### src/rtl/grid_config_ctrl.sv
// grid_config_ctrl: background grid/tick renderer for the scope display.
// Holds the active grid/tick preset, collects user edits into a pending copy and
// commits them only at frame end so a frame is never drawn with mixed settings.
// Optional feature macro: AUTO_CYCLE_EN (automatic preset stepping every AUTO_FRAMES frames).
module grid_config_ctrl #(
  parameter int unsigned H_LAST    = 1687,
  parameter int unsigned V_LAST    = 1065,
  parameter int unsigned H_ACTIVE  = 1280,
  parameter int unsigned V_ACTIVE  = 1024,
  parameter int unsigned X_CENTRE  = 640,
  parameter int unsigned Y_CENTRE  = 512,
  parameter int unsigned TICK_HALF = 4
`ifdef AUTO_CYCLE_EN
  ,
  parameter int unsigned AUTO_FRAMES = 120
`endif
) (
  input  logic        CLK,
  input  logic        RESET_N,
  input  logic [11:0] VGA_HORZ_COORD,
  input  logic [11:0] VGA_VERT_COORD,
  input  logic        BTN_NEXT,
  input  logic        BTN_PREV,
  input  logic        BTN_TICKS,
  output logic [1:0]  PRESET,
  output logic        TICKS_ON,
  output logic        CFG_UPDATE,
  output logic [3:0]  VGA_Red_Grid,
  output logic [3:0]  VGA_Green_Grid,
  output logic [3:0]  VGA_Blue_Grid
);

  localparam int unsigned CW = 12;
  localparam logic [CW-1:0] C_H_LAST   = CW'(H_LAST);
  localparam logic [CW-1:0] C_V_LAST   = CW'(V_LAST);
  localparam logic [CW-1:0] C_H_ACTIVE = CW'(H_ACTIVE);
  localparam logic [CW-1:0] C_V_ACTIVE = CW'(V_ACTIVE);
  localparam logic [CW-1:0] C_H_EDGE   = CW'(H_ACTIVE - 1);
  localparam logic [CW-1:0] C_V_EDGE   = CW'(V_ACTIVE - 1);
  localparam logic [CW-1:0] C_X_LO     = CW'(X_CENTRE - TICK_HALF);
  localparam logic [CW-1:0] C_X_HI     = CW'(X_CENTRE + TICK_HALF);
  localparam logic [CW-1:0] C_Y_LO     = CW'(Y_CENTRE - TICK_HALF);
  localparam logic [CW-1:0] C_Y_HI     = CW'(Y_CENTRE + TICK_HALF);

  typedef enum logic [1:0] {
    S_IDLE    = 2'd0,
    S_PENDING = 2'd1,
    S_COMMIT  = 2'd2
  } state_t;

  state_t          r_state;
  logic [1:0]      r_preset;
  logic [1:0]      r_pend_preset;
  logic            r_ticks;
  logic            r_pend_ticks;
  logic            r_cfg_update;
  logic [CW-1:0]   r_cx;
  logic [CW-1:0]   r_cy;
  logic [CW-1:0]   r_tx;
  logic [CW-1:0]   r_ty;
  logic [3:0]      r_red;
  logic [3:0]      r_green;
  logic [3:0]      r_blue;

  logic [CW-1:0]   w_grid_x;
  logic [CW-1:0]   w_grid_y;
  logic [CW-1:0]   w_tick_x;
  logic [CW-1:0]   w_tick_y;
  logic [CW-1:0]   w_cx;
  logic [CW-1:0]   w_cy;
  logic [CW-1:0]   w_tx;
  logic [CW-1:0]   w_ty;
  logic [1:0]      w_pend_preset;
  logic            w_pend_ticks;
  logic            w_differs;
  logic            w_frame_end;
  logic            w_line_end;
  logic            w_visible;
  logic            w_grid_hit;
  logic            w_tick_hit;

  assign w_frame_end = (VGA_HORZ_COORD == C_H_LAST) && (VGA_VERT_COORD == C_V_LAST);
  assign w_line_end  = (VGA_HORZ_COORD == C_H_LAST);

`ifdef AUTO_CYCLE_EN
  localparam int unsigned FW = (AUTO_FRAMES > 1) ? $clog2(AUTO_FRAMES) : 1;
  logic [FW-1:0] r_frames;
  logic          w_btn_any;
  logic          w_auto_step;

  assign w_btn_any   = BTN_NEXT | BTN_PREV | BTN_TICKS;
  assign w_auto_step = w_frame_end && !w_btn_any && (r_frames >= FW'(AUTO_FRAMES - 1));

  // Frame-end counter; any button press restarts the auto-step interval
  always_ff @(posedge CLK or negedge RESET_N) begin
    if (!RESET_N) begin
      r_frames <= '0;
    end else if (w_btn_any || w_auto_step) begin
      r_frames <= '0;
    end else if (w_frame_end) begin
      r_frames <= r_frames + FW'(1);
    end
  end
`endif

  // Preset table lookup from the active preset
  always_comb begin
    w_grid_x = CW'(80);
    w_grid_y = CW'(64);
    w_tick_x = CW'(16);
    w_tick_y = CW'(8);
    case (r_preset)
      2'd1: begin w_grid_x = CW'(160); w_grid_y = CW'(128); w_tick_x = CW'(32); w_tick_y = CW'(16); end
      2'd2: begin w_grid_x = CW'(40);  w_grid_y = CW'(32);  w_tick_x = CW'(8);  w_tick_y = CW'(4);  end
      2'd3: begin w_grid_x = CW'(320); w_grid_y = CW'(256); w_tick_x = CW'(64); w_tick_y = CW'(32); end
      default: ;
    endcase
  end

  // Pending edits for this cycle; simultaneous NEXT and PREV cancel out
  always_comb begin
    w_pend_preset = r_pend_preset;
    w_pend_ticks  = r_pend_ticks ^ BTN_TICKS;
    if (BTN_NEXT && !BTN_PREV) begin
      w_pend_preset = r_pend_preset + 2'd1;
    end else if (BTN_PREV && !BTN_NEXT) begin
      w_pend_preset = r_pend_preset - 2'd1;
    end
`ifdef AUTO_CYCLE_EN
    else if (w_auto_step) begin
      w_pend_preset = r_preset + 2'd1;
    end
`endif
    w_differs = (w_pend_preset != r_preset) || (w_pend_ticks != r_ticks);
  end

  // Commit sequencer: pending settings become active only on the frame-end cycle
  always_ff @(posedge CLK or negedge RESET_N) begin
    if (!RESET_N) begin
      r_state       <= S_IDLE;
      r_preset      <= 2'd0;
      r_pend_preset <= 2'd0;
      r_ticks       <= 1'b1;
      r_pend_ticks  <= 1'b1;
      r_cfg_update  <= 1'b0;
    end else begin
      r_pend_preset <= w_pend_preset;
      r_pend_ticks  <= w_pend_ticks;
      r_cfg_update  <= 1'b0;
      case (r_state)
        S_IDLE, S_PENDING: begin
          if (!w_differs) begin
            r_state <= S_IDLE;
          end else if (w_frame_end) begin
            r_state      <= S_COMMIT;
            r_preset     <= w_pend_preset;
            r_ticks      <= w_pend_ticks;
            r_cfg_update <= 1'b1;
          end else begin
            r_state <= S_PENDING;
          end
        end
        S_COMMIT: r_state <= w_differs ? S_PENDING : S_IDLE;
        default:  r_state <= S_IDLE;
      endcase
    end
  end

  // Pitch counter values for the current pixel; >= keeps them bounded after any disturbance
  always_comb begin
    w_cx = '0;
    w_tx = '0;
    if (VGA_HORZ_COORD != '0) begin
      w_cx = (r_cx >= w_grid_x - CW'(1)) ? '0 : r_cx + CW'(1);
      w_tx = (r_tx >= w_tick_x - CW'(1)) ? '0 : r_tx + CW'(1);
    end
    w_cy = (VGA_VERT_COORD == '0) ? '0 : r_cy;
    w_ty = (VGA_VERT_COORD == '0) ? '0 : r_ty;
  end

  // Pitch counter state; row counters step on the last pixel of each line
  always_ff @(posedge CLK or negedge RESET_N) begin
    if (!RESET_N) begin
      r_cx <= '0;
      r_tx <= '0;
      r_cy <= '0;
      r_ty <= '0;
    end else begin
      r_cx <= w_cx;
      r_tx <= w_tx;
      if (w_line_end) begin
        r_cy <= (w_cy >= w_grid_y - CW'(1)) ? '0 : w_cy + CW'(1);
        r_ty <= (w_ty >= w_tick_y - CW'(1)) ? '0 : w_ty + CW'(1);
      end else begin
        r_cy <= w_cy;
        r_ty <= w_ty;
      end
    end
  end

  assign w_visible  = (VGA_HORZ_COORD < C_H_ACTIVE) && (VGA_VERT_COORD < C_V_ACTIVE);
  assign w_grid_hit = w_visible && ((w_cx == '0) || (w_cy == '0) ||
                      (VGA_HORZ_COORD == C_H_EDGE) || (VGA_VERT_COORD == C_V_EDGE));
  assign w_tick_hit = r_ticks && w_visible &&
                      (((VGA_VERT_COORD >= C_Y_LO) && (VGA_VERT_COORD <= C_Y_HI) && (w_tx == '0)) ||
                       ((VGA_HORZ_COORD >= C_X_LO) && (VGA_HORZ_COORD <= C_X_HI) && (w_ty == '0)));

  // Registered pixel colour: grid green has priority over tick white
  always_ff @(posedge CLK or negedge RESET_N) begin
    if (!RESET_N) begin
      r_red   <= 4'h0;
      r_green <= 4'h0;
      r_blue  <= 4'h0;
    end else if (w_grid_hit) begin
      r_red   <= 4'h0;
      r_green <= 4'hD;
      r_blue  <= 4'h0;
    end else if (w_tick_hit) begin
      r_red   <= 4'hF;
      r_green <= 4'hF;
      r_blue  <= 4'hF;
    end else begin
      r_red   <= 4'h0;
      r_green <= 4'h0;
      r_blue  <= 4'h0;
    end
  end

  assign PRESET         = r_preset;
  assign TICKS_ON       = r_ticks;
  assign CFG_UPDATE     = r_cfg_update;
  assign VGA_Red_Grid   = r_red;
  assign VGA_Green_Grid = r_green;
  assign VGA_Blue_Grid  = r_blue;

endmodule
### config.mk
export PLATFORM = sky130hd
export DESIGN_NAME = grid_config_ctrl
export DESIGN_NICKNAME = d
export VERILOG_FILES = /design/src/rtl/grid_config_ctrl.sv
export SDC_FILE = /design/constraint.sdc
export NUM_CORES = 1
export LEC_CHECK = 0
export CORE_ASPECT_RATIO = 0.9
export CORE_MARGIN = 4
export CORE_UTILIZATION = 62
export DETAILED_ROUTE_END_ITERATION = 12
export PLACE_DENSITY = 0.95
export SLEW_MARGIN = 20
export SYNTH_ARGS = -nofsm -noshare
export SYNTH_HDL_FRONTEND = slang
export SYNTH_SLANG_ARGS = --single-unit
export TNS_END_PERCENT = 1
### constraint.sdc
create_clock -name CLK -period 10 [get_ports CLK]
set_input_delay 1 -clock CLK [delete_from_list [all_inputs] [get_ports CLK]]
set_output_delay 1 -clock CLK [all_outputs]
set_load 0.05 [all_outputs]
==> flow_metrics.env <==
export IMPL_synth_most_common_cell="dfrtp_1"
export IMPL_fin_ws_ps=5670
export IMPL_synthFlopType="dfrtp_1"
export IMPL_max_stage_delay_ps=620
export IMPL_yosysSeqAreaShare=0.342
export IMPL_cp_required_ps=10260
export IMPL_met2RoutedLength_um=4980
export IMPL_worstSetupEndpointType="flop"
export IMPL_synthTopCellsByCount="dfrtp_1, nor2_1, ha_1, nand2_1, o21ai_0"
export IMPL_met1Wirelength_um=4370
export IMPL_numCtsBuffers=9
export IMPL_syn_to_final_growth_pct=16.3
export IMPL_yosysTopAreaCellShare=0.329
export IMPL_arrival_ps=4600
export IMPL_start_util=0.638
export IMPL_dp_slack_ps=5400
export IMPL_crit_buf_inv=1
export IMPL_dr_total_vias=3837
export IMPL_cp_start_kind="input port"
export IMPL_htreeDepth=3
export IMPL_synth_warnings=0
export IMPL_routed_wl_um=10600
export IMPL_fin_setup_tns_ps=0
export IMPL_setup_violations=0
export IMPL_maxCapViolations=0
export IMPL_clkSinkCount=57
export IMPL_cts_root_buf="clkbuf_8"
export IMPL_core_um2=6550
export IMPL_clock_latency_ps=350
export IMPL_wire_per_inst_um=17.5
export IMPL_postCtsSetupBuffers=0
export IMPL_grt_pass1_vias=3658
export IMPL_rsz0062_at_grt="no"
export IMPL_fp_dieW_um=94.6
export IMPL_initialDrtViolationCount=396
export IMPL_crit_path_top_delay_cell="or4_1"
export IMPL_crit_type="input port to flop"
export IMPL_skew_ps=9.00
export IMPL_synth_edf_count=0
export IMPL_ys_seq_elements=57
export IMPL_ys_async_sr_fraction=1.00
export IMPL_avgSynthCellArea_um2=8.94
export IMPL_rows=28
export IMPL_slew_violations=0
export IMPL_cts_hold_buf=0
export IMPL_finalHoldViolCount=0
export IMPL_run_status="completed"
export IMPL_num_io_pins=45
export IMPL_clock_fmax_mhz=231
export IMPL_fillers=445
export IMPL_post_route_period_util=0.433
export IMPL_ant_nets=0
export IMPL_vdd_ir_drop_worst_mv=0.0703
export IMPL_grt_max_degree=58
export IMPL_p_total_mw=0.537
export IMPL_synth_cell_types=57
export IMPL_gp_congestion=0.930
export IMPL_die_area_um2=8130
export IMPL_overflow=0
export IMPL_hold_path_class="flop to flop"
export IMPL_drt_pass1_iter_count=5
export IMPL_synth_cells=468
export IMPL_dp_hpwl_um=7690
export IMPL_critical_path_top_delay_family="simple AND/OR/NAND/NOR gates"
export IMPL_cts_tree="done"
export IMPL_relSlewSlack=0.387
export IMPL_final_net_count=584
export IMPL_p_leak_nw=2.29
export IMPL_crit_chain="clkdlybuf4s50_1 > or4_1 > or4_4 > and2_1 > ha_1 > a21o_1 > a21oi_1 > o31ai_1 > a221oi_4 > nor2_1 > nor3_1"
export IMPL_drive_gt1_frac=0.0638
export IMPL_dr_wl_met3_um=912
export IMPL_clockBufferDepth=2
export IMPL_clk_pin_slew_ps=70
export IMPL_io_buffers=44
export IMPL_cp_max_fo=27
export IMPL_cts_resized=0
export IMPL_synth_top_cell_by_area="dfrtp_1"
export IMPL_grt_first_pass_wirelength_um=17500
export IMPL_die_height_um=85.9
export IMPL_period_needed_ps=4330
export IMPL_grt_use_total=0.277
export IMPL_syn_area_um2=4180
export IMPL_powerDensity_nw_per_um2=110
export IMPL_routed_top_layer="met4"
export IMPL_drc=0
export IMPL_via_per_inst=6.31
export IMPL_antenna_found_initial=1
export IMPL_worst_slew_pin_slew_ps=911
export IMPL_yosys_top_cells_area="dfrtp_1, ha_1, xor2_1, nor2_1, nand2_1"
[layout make-up]
type                    instances  area, µm²  share of cell area
multi-input cells             376       2580               0.530
repair buffers                 47        458              0.0941
clock buffers                  14        173              0.0355
clock inverters                 2       35.0             0.00720
diodes                          1       2.50            0.000514
flip-flops and latches         57       1430               0.294
inverters                      21       78.8              0.0162
well taps                      90        113              0.0231
[kinds of logic (layout without fill, tap and decap cells)]
kind of cell    count (synthesis)  in the layout  synth area share
xor+xnor                       36             36            0.0754
buf+inv                        41             84            0.0476
simple gates                  212            212             0.276
other cells                     2              9           0.00180
flops                          57             57             0.342
mux                             3              3           0.00748
compound gates                 74             74             0.122
fa+ha+maj                      43             43             0.129
[power breakdown]
group,leakage [nW],internal (mW),switching [mW]
sequential,0.746,0.241,0.00592
clock,0.107,0.135,0.0944
combinational,1.43,0.0261,0.0349
[stage by stage]
step,cells,cell area (µm²),hold slack (ps),util
floorplan,474,4210,462,-
global placement,591,4660,496,0.711
detailed placement,591,4660,505,0.711
CTS,607,4860,515,0.742
global route,607,4860,542,0.742
finish,608,4870,519,0.743
[routing by layer]
| metal | vias up | GRT usage |
|---|---|---|
| li1 | 1760 | - |
| met3 | 47 | 0.0693 |
| met4 | 0 | 0.115 |
| met1 | 1816 | 0.350 |
| met2 | 214 | 0.452 |
| met5 | - | 0 |
[flip-flops by register name, summed over array words and instances, names as in the netlist]
signal          count
CFG_UPDATE          1
PRESET              2
r_pend_ticks        1
TICKS_ON            1
r_tx               12
r_pend_preset       2
r_cx               12
VGA_Green_Grid      1
r_ty               12
VGA_Blue_Grid       1
r_cy               12
[path summary, 6_finish.rpt]
kind | startpoint | to | slack, ps | cells past startpoint
max | VGA_VERT_COORD[11] | r_cy[7] | 5670 | 11
min | r_pend_preset[1] | r_pend_preset[1] | 520 | 1
max reg2reg | PRESET[0] | VGA_Green_Grid[2] | 5880 | 11
min reg2reg | r_pend_preset[1] | r_pend_preset[1] | 520 | 1
max in group asynchronous | RESET_N | VGA_Blue_Grid[2] | 8710 | 2
min in group asynchronous | RESET_N | r_cy[8] | 790 | 2
[placed cells by master, fill, tap and decap left out, types with 12 or more instances in the layout]
cell             count
dfrtp_1             55
and2_1              19
nor2_1              45
and3_1              14
clkbuf_8            12
nand2_1             37
clkdlybuf4s50_1     43
nand4_1             16
o21ai_0             25
nand3_1             21
xor2_1              21
xnor2_1             15
nor3_1              13
ha_1                43
inv_1               21
No activity file was read; power rests on OpenSTA's default activity.
